==> src/rtl/serial_signmag_addsub_if.sv <==
// serial_signmag_addsub_if
// Handshake and data bundle for the bit-serial sign-magnitude add/subtract unit.
//   in_valid / in_ready     operand handshake (source -> unit)
//   a_mag, a_neg            operand A magnitude and negative flag
//   b_mag, b_neg            operand B magnitude and negative flag
//   M                       0 = A+B, 1 = A-B
//   out_valid / out_ready   result handshake (unit -> consumer)
//   s_mag, s_neg, ovf       result magnitude, negative flag, add-path carry out
// master: operand source / result consumer side. slave: the unit itself.
interface serial_signmag_addsub_if #(
    parameter int WIDTH = 16
);
    logic             in_valid;
    logic             in_ready;
    logic [WIDTH-1:0] a_mag;
    logic             a_neg;
    logic [WIDTH-1:0] b_mag;
    logic             b_neg;
    logic             M;
    logic             out_valid;
    logic             out_ready;
    logic [WIDTH-1:0] s_mag;
    logic             s_neg;
    logic             ovf;

    modport master (
        output in_valid, a_mag, a_neg, b_mag, b_neg, M, out_ready,
        input  in_ready, out_valid, s_mag, s_neg, ovf
    );

    modport slave (
        input  in_valid, a_mag, a_neg, b_mag, b_neg, M, out_ready,
        output in_ready, out_valid, s_mag, s_neg, ovf
    );
endinterface

==> src/rtl/serial_signmag_addsub.sv <==
// serial_signmag_addsub
// Bit-serial add/subtract of sign-magnitude operands, one bit per clock, LSB
// first. An effective subtraction that borrows takes a second serial pass to
// negate the two's-complement intermediate back into a magnitude.
// Ports:
//   clk   clock, all state changes on rising edge
//   rst   synchronous active-high reset
//   bus   serial_signmag_addsub_if.slave (operand and result handshakes)
//
// state | meaning
// IDLE  | in_ready=1, waiting for an operand set
// CALC  | serial add of A and B (B inverted, carry-in 1 on subtract)
// FIX   | serial two's-complement negate of the borrowed result
// DONE  | out_valid=1, result held until out_ready
module serial_signmag_addsub #(
    parameter int WIDTH = 16
) (
    input  logic                   clk,
    input  logic                   rst,
    serial_signmag_addsub_if.slave bus
);
    localparam int CW = (WIDTH > 1) ? $clog2(WIDTH) : 1;

    localparam logic [1:0] IDLE = 2'd0;
    localparam logic [1:0] CALC = 2'd1;
    localparam logic [1:0] FIX  = 2'd2;
    localparam logic [1:0] DONE = 2'd3;

    logic [1:0]       state;
    logic [CW-1:0]    cnt;
    logic [WIDTH-1:0] a_sh;
    logic [WIDTH-1:0] b_sh;
    logic [WIDTH-1:0] r_sh;
    logic             c;
    logic             sub_q;
    logic             a_neg_q;

    logic             eff_sub;
    logic             last;
    logic             calc_bit;
    logic             calc_c;
    logic             fix_bit;
    logic             fix_c;
    logic [WIDTH-1:0] calc_r;
    logic [WIDTH-1:0] fix_r;
    logic [WIDTH-1:0] fin_mag;
    logic             fin_ovf;
    logic             fin_neg;

    assign bus.in_ready = (state == IDLE) && !rst;

    // Signs differ once B's sign is flipped by M -> magnitudes subtract.
    assign eff_sub = bus.a_neg ^ bus.b_neg ^ bus.M;
    assign last    = (cnt == CW'(WIDTH - 1));

    assign calc_bit = a_sh[0] ^ b_sh[0] ^ c;
    assign calc_c   = (a_sh[0] & b_sh[0]) | (c & (a_sh[0] ^ b_sh[0]));
    assign fix_bit  = ~r_sh[0] ^ c;
    assign fix_c    = ~r_sh[0] & c;

    // Result bits enter at the MSB so the word is in place after WIDTH shifts.
    assign calc_r = {calc_bit, r_sh[WIDTH-1:1]};
    assign fix_r  = {fix_bit,  r_sh[WIDTH-1:1]};

    // Final result values, used only on the edge that enters DONE.
    always_comb begin
        fin_mag = calc_r;
        fin_ovf = ~sub_q & calc_c;
        fin_neg = a_neg_q;
        if (state == FIX) begin
            fin_mag = fix_r;
            fin_ovf = 1'b0;
            fin_neg = ~a_neg_q;
        end
        // No negative zero; an overflowed zero magnitude still carries its sign.
        if ((fin_mag == '0) && !fin_ovf)
            fin_neg = 1'b0;
    end

    always_ff @(posedge clk) begin
        if (rst) begin
            state         <= IDLE;
            cnt           <= '0;
            c             <= 1'b0;
            bus.out_valid <= 1'b0;
            bus.s_mag     <= '0;
            bus.s_neg     <= 1'b0;
            bus.ovf       <= 1'b0;
        end else begin
            case (state)
                IDLE: begin
                    if (bus.in_valid) begin
                        a_sh    <= bus.a_mag;
                        b_sh    <= eff_sub ? ~bus.b_mag : bus.b_mag;
                        c       <= eff_sub;
                        sub_q   <= eff_sub;
                        a_neg_q <= bus.a_neg;
                        cnt     <= '0;
                        state   <= CALC;
                    end
                end
                CALC: begin
                    a_sh <= a_sh >> 1;
                    b_sh <= b_sh >> 1;
                    r_sh <= calc_r;
                    c    <= calc_c;
                    cnt  <= cnt + 1'b1;
                    if (last) begin
                        if (sub_q && !calc_c) begin
                            // Borrow: B > A, intermediate is A-B+2^WIDTH.
                            cnt   <= '0;
                            c     <= 1'b1;
                            state <= FIX;
                        end else begin
                            bus.s_mag     <= fin_mag;
                            bus.s_neg     <= fin_neg;
                            bus.ovf       <= fin_ovf;
                            bus.out_valid <= 1'b1;
                            state         <= DONE;
                        end
                    end
                end
                FIX: begin
                    r_sh <= fix_r;
                    c    <= fix_c;
                    cnt  <= cnt + 1'b1;
                    if (last) begin
                        bus.s_mag     <= fin_mag;
                        bus.s_neg     <= fin_neg;
                        bus.ovf       <= fin_ovf;
                        bus.out_valid <= 1'b1;
                        state         <= DONE;
                    end
                end
                DONE: begin
                    if (bus.out_ready) begin
                        bus.out_valid <= 1'b0;
                        state         <= IDLE;
                    end
                end
                default: state <= IDLE;
            endcase
        end
    end
endmodule

==> src/flat_wrapper.sv <==
// flat-port wrapper written by rule: the top's interface ports become plain ports
module serial_signmag_addsub_flat 
#(
    parameter int WIDTH = 16
)
  (clk, rst, bus_in_valid, bus_a_mag, bus_a_neg, bus_b_mag, bus_b_neg, bus_M, bus_out_ready, bus_in_ready, bus_out_valid, bus_s_mag, bus_s_neg, bus_ovf);
  serial_signmag_addsub_if #(.WIDTH(WIDTH)) bus_i ();
  input  logic clk;
  input  logic rst;
  input wire logic [$bits(bus_i.in_valid)-1:0] bus_in_valid;
  input wire logic [$bits(bus_i.a_mag)-1:0] bus_a_mag;
  input wire logic [$bits(bus_i.a_neg)-1:0] bus_a_neg;
  input wire logic [$bits(bus_i.b_mag)-1:0] bus_b_mag;
  input wire logic [$bits(bus_i.b_neg)-1:0] bus_b_neg;
  input wire logic [$bits(bus_i.M)-1:0] bus_M;
  input wire logic [$bits(bus_i.out_ready)-1:0] bus_out_ready;
  output wire logic [$bits(bus_i.in_ready)-1:0] bus_in_ready;
  output wire logic [$bits(bus_i.out_valid)-1:0] bus_out_valid;
  output wire logic [$bits(bus_i.s_mag)-1:0] bus_s_mag;
  output wire logic [$bits(bus_i.s_neg)-1:0] bus_s_neg;
  output wire logic [$bits(bus_i.ovf)-1:0] bus_ovf;
  assign bus_i.in_valid = bus_in_valid;
  assign bus_i.a_mag = bus_a_mag;
  assign bus_i.a_neg = bus_a_neg;
  assign bus_i.b_mag = bus_b_mag;
  assign bus_i.b_neg = bus_b_neg;
  assign bus_i.M = bus_M;
  assign bus_i.out_ready = bus_out_ready;
  assign bus_in_ready = bus_i.in_ready;
  assign bus_out_valid = bus_i.out_valid;
  assign bus_s_mag = bus_i.s_mag;
  assign bus_s_neg = bus_i.s_neg;
  assign bus_ovf = bus_i.ovf;
  serial_signmag_addsub #(.WIDTH(WIDTH)) u_core (.clk(clk), .rst(rst), .bus(bus_i));
endmodule
==> config.mk <==
export PLATFORM = sky130hd
export DESIGN_NAME = serial_signmag_addsub_flat
export DESIGN_NICKNAME = d
export VERILOG_FILES = /design/src/rtl/serial_signmag_addsub_if.sv /design/src/rtl/serial_signmag_addsub.sv /design/src/flat_wrapper.sv
export SDC_FILE = /design/constraint.sdc
export NUM_CORES = 1
export LEC_CHECK = 0
export CORE_UTILIZATION = 45
export CTS_CLUSTER_SIZE = 16
export DETAILED_ROUTE_END_ITERATION = 12
export GPL_TIMING_DRIVEN = 0
export MAX_ROUTING_LAYER = met4
export PLACE_DENSITY_LB_ADDON = 0.05
export SYNTH_ARGS = -nofsm -noshare
export SYNTH_HDL_FRONTEND = slang
export SYNTH_SLANG_ARGS = --single-unit
==> constraint.sdc <==
create_clock -name clk -period 3.55 [get_ports clk]
set_clock_uncertainty 0.2 [all_clocks]
set_input_delay 0.8875 -clock clk [delete_from_list [all_inputs] [get_ports clk]]
set_output_delay 0.8875 -clock clk [all_outputs]
set_load 0.05 [all_outputs]
==> reports/metrics.csv <==
metric;value;unit
postCtsSetupRepairBufs;0;
vias;2140;
wl_per_cell;13.4;µm
cts_tree;yes;
ir_drop;0.304;mV
path_max_fanout;3;
tns;0;ps
cts_buffers;9;
die_h;87.2;µm
die_x;87.2;µm
cp-end-kind;output port;
drc_errors;0;
hold_viol_final;0;
worstPathArrival;2400;ps
setup_viol;0;
dieArea;7610;µm²
dp.cells;417;
drt_pre_antenna_iters;4;
synth_top_area_share;45.9;%
synth_warnings;0;
placed_cell_area;3980;µm²
area_delta_synth_final;27.8;%
rrSetupSlack;900;ps
crit_required;2460;ps
syn-mean-instance-area;12.4;µm²
cts_resized;0;
io_buffers;58;
globalRoute.busiestLayer;met2;
ys_seq_area_share;61.9;%
synth_nets;308;
fmax;286;MHz
use_met3;3.51;%
final_core_utilization;60.5;%
drv_cap;0;
max_slew_margin;11.1;%
maxSlewViolCount;0;
dp_hpwl;4060;µm
drive_gt1_share;11.3;%
final_area;4180;µm²
syn_inst;263;
grt_use_total;17.5;%
ys.flop_type;edfxtp_1;
clkTransAtPathRegs;80;ps
gp_congestion;0.791;
synth_area_leaders;edfxtp_1 (46%), dfxtp_1 (16%), mux2i_1 (6.1%);
place_ws;85.7;ps
p_per_area;833;nW/µm²
grt_pass1_wl;9660;µm
grt_pass1_vias;1993;
ant_nets;0;
ys_types;38;
met1_usage;23.7;%
antenna_found_initial;0;
synth_seq_cells;76;
start_util;47.3;%
via_per_inst;4.94;
hold-worst-slack;278;ps
yosys.area.top_type;edfxtp_1;
hold_class;register to register;
min_period;3490;ps
drt_wl_total;5790;µm
drt_iter0_markers;81;
period_share;98.4;%
io_pins;59;
clock-sinks;76;
synth-edff-count;50;
critPathKind;input port to output port;
grtUsageMet2;25.8;%
n_fill_cell;591;
num_antenna_cells;0;
p_leak;1.56;nW
finalPower;3.48;mW
nNetsFinal;377;
status;finished, final reports clean;
rsz0062_at_grt;false;
startpoint_type;input port;
syn-cell-area;3270;µm²
core;6910;µm²
fin_ws;57.7;ps
clockRootBuffer;clkbuf_8;
clockBufferDepth;2;
rows;30;
grt_overflow;0;
clk_latency;330;ps
layoutNonFillerInstCount;433;
synthArstFlopShare;0;%
grt_start_max_net_pins;33;
max_slew.worst_pin.slew;1330;ps
cts-hold-fix-buffers;0;
cts-htree-levels;3;
==> state kept, by name, indices dropped and copies added, names as in the netlist <==
name and flops:
u_core.a_neg_q 1, u_core.bus.out_valid 1, u_core.bus.ovf 1, u_core.b_sh 16
u_core.sub_q 1, u_core.state 2, u_core.r_sh 16, u_core.bus.s_neg 1
u_core.bus.s_mag 16, u_core.a_sh 16, u_core.cnt 4, u_core.c 1
==> Yosys cell counts, drive strengths merged (3+ instances only) <==
cell and count:
nor3 4, dfxtp 26, nor4 3, xnor2 3, nor2b 3, xor2 17
clkbuf 7, buf 7, o21ai 21, nor2 26, mux2i 20, ha 6
nand2 19, a21oi 9, mux2 15, inv 8, edfxtp 50
==> critical path: stages <==
cell and delay (ps):
clkdlybuf4s50_1 490, nor2b_1 180, clkdlybuf4s50_1 840
==> worst paths after layout <==
kind                                startpoint                           endpoint  depth (start not counted)
min          u_core.bus.out_valid$_SDFFE_PP0P_  u_core.bus.out_valid$_SDFFE_PP0P_                          2
max reg2reg       u_core.state[1]$_SDFFE_PP0P_           u_core.b_sh[4]$_DFFE_PP_                          6
max                                        rst                       bus_in_ready                          3
min reg2reg  u_core.bus.out_valid$_SDFFE_PP0P_  u_core.bus.out_valid$_SDFFE_PP0P_                          2
==> cell type report <==
type                            count  area [µm²]  area share [%]
Buffer                             14        73.8            1.77
Timing Repair Buffer               58         581            13.9
Sequential cell                    76        2020            48.4
Tap cell                           96         120            2.88
Multi-Input combinational cell    165        1150            27.5
Inverter                            8        30.0           0.719
Clock buffer                       10         138            3.30
Clock inverter                      6        62.6            1.50
==> per-layer routing <==
| layer | vias up | routed length (µm) |
|---|---|---|
| met5 | - | 0 |
| met4 | 0 | 59 |
| met3 | 6 | 202 |
| li1 | 1079 | - |
| met2 | 52 | 2730 |
| met1 | 1003 | 2800 |
==> logic make-up after synthesis <==
kind of cell    after synthesis  share of synthesized area [%]
flops                        76                           61.9
fa+ha+maj                     6                           2.30
xor+xnor                     20                           5.59
compound gates               40                           7.12
simple gates                 64                           8.65
buf+inv                      22                           3.18
mux                          35                           11.3
==> where the power goes <==
part,internal [mW],switching (mW)
Clock,0.343,0.313
Combinational,0.560,0.861
Sequential,1.28,0.119
Total,2.19,1.29
==> cell usage in the layout, fill, tap and decap left out, drive strengths merged, types with 15 or more instances in the layout <==
| master | instances |
|---|---|
| clkdlybuf4s50 | 58 |
| mux2 | 15 |
| dfxtp | 26 |
| clkbuf | 17 |
| nor2 | 26 |
| nand2 | 19 |
| mux2i | 20 |
| edfxtp | 50 |
| xor2 | 17 |
| o21ai | 21 |
(Power assumes the default switching activity.)
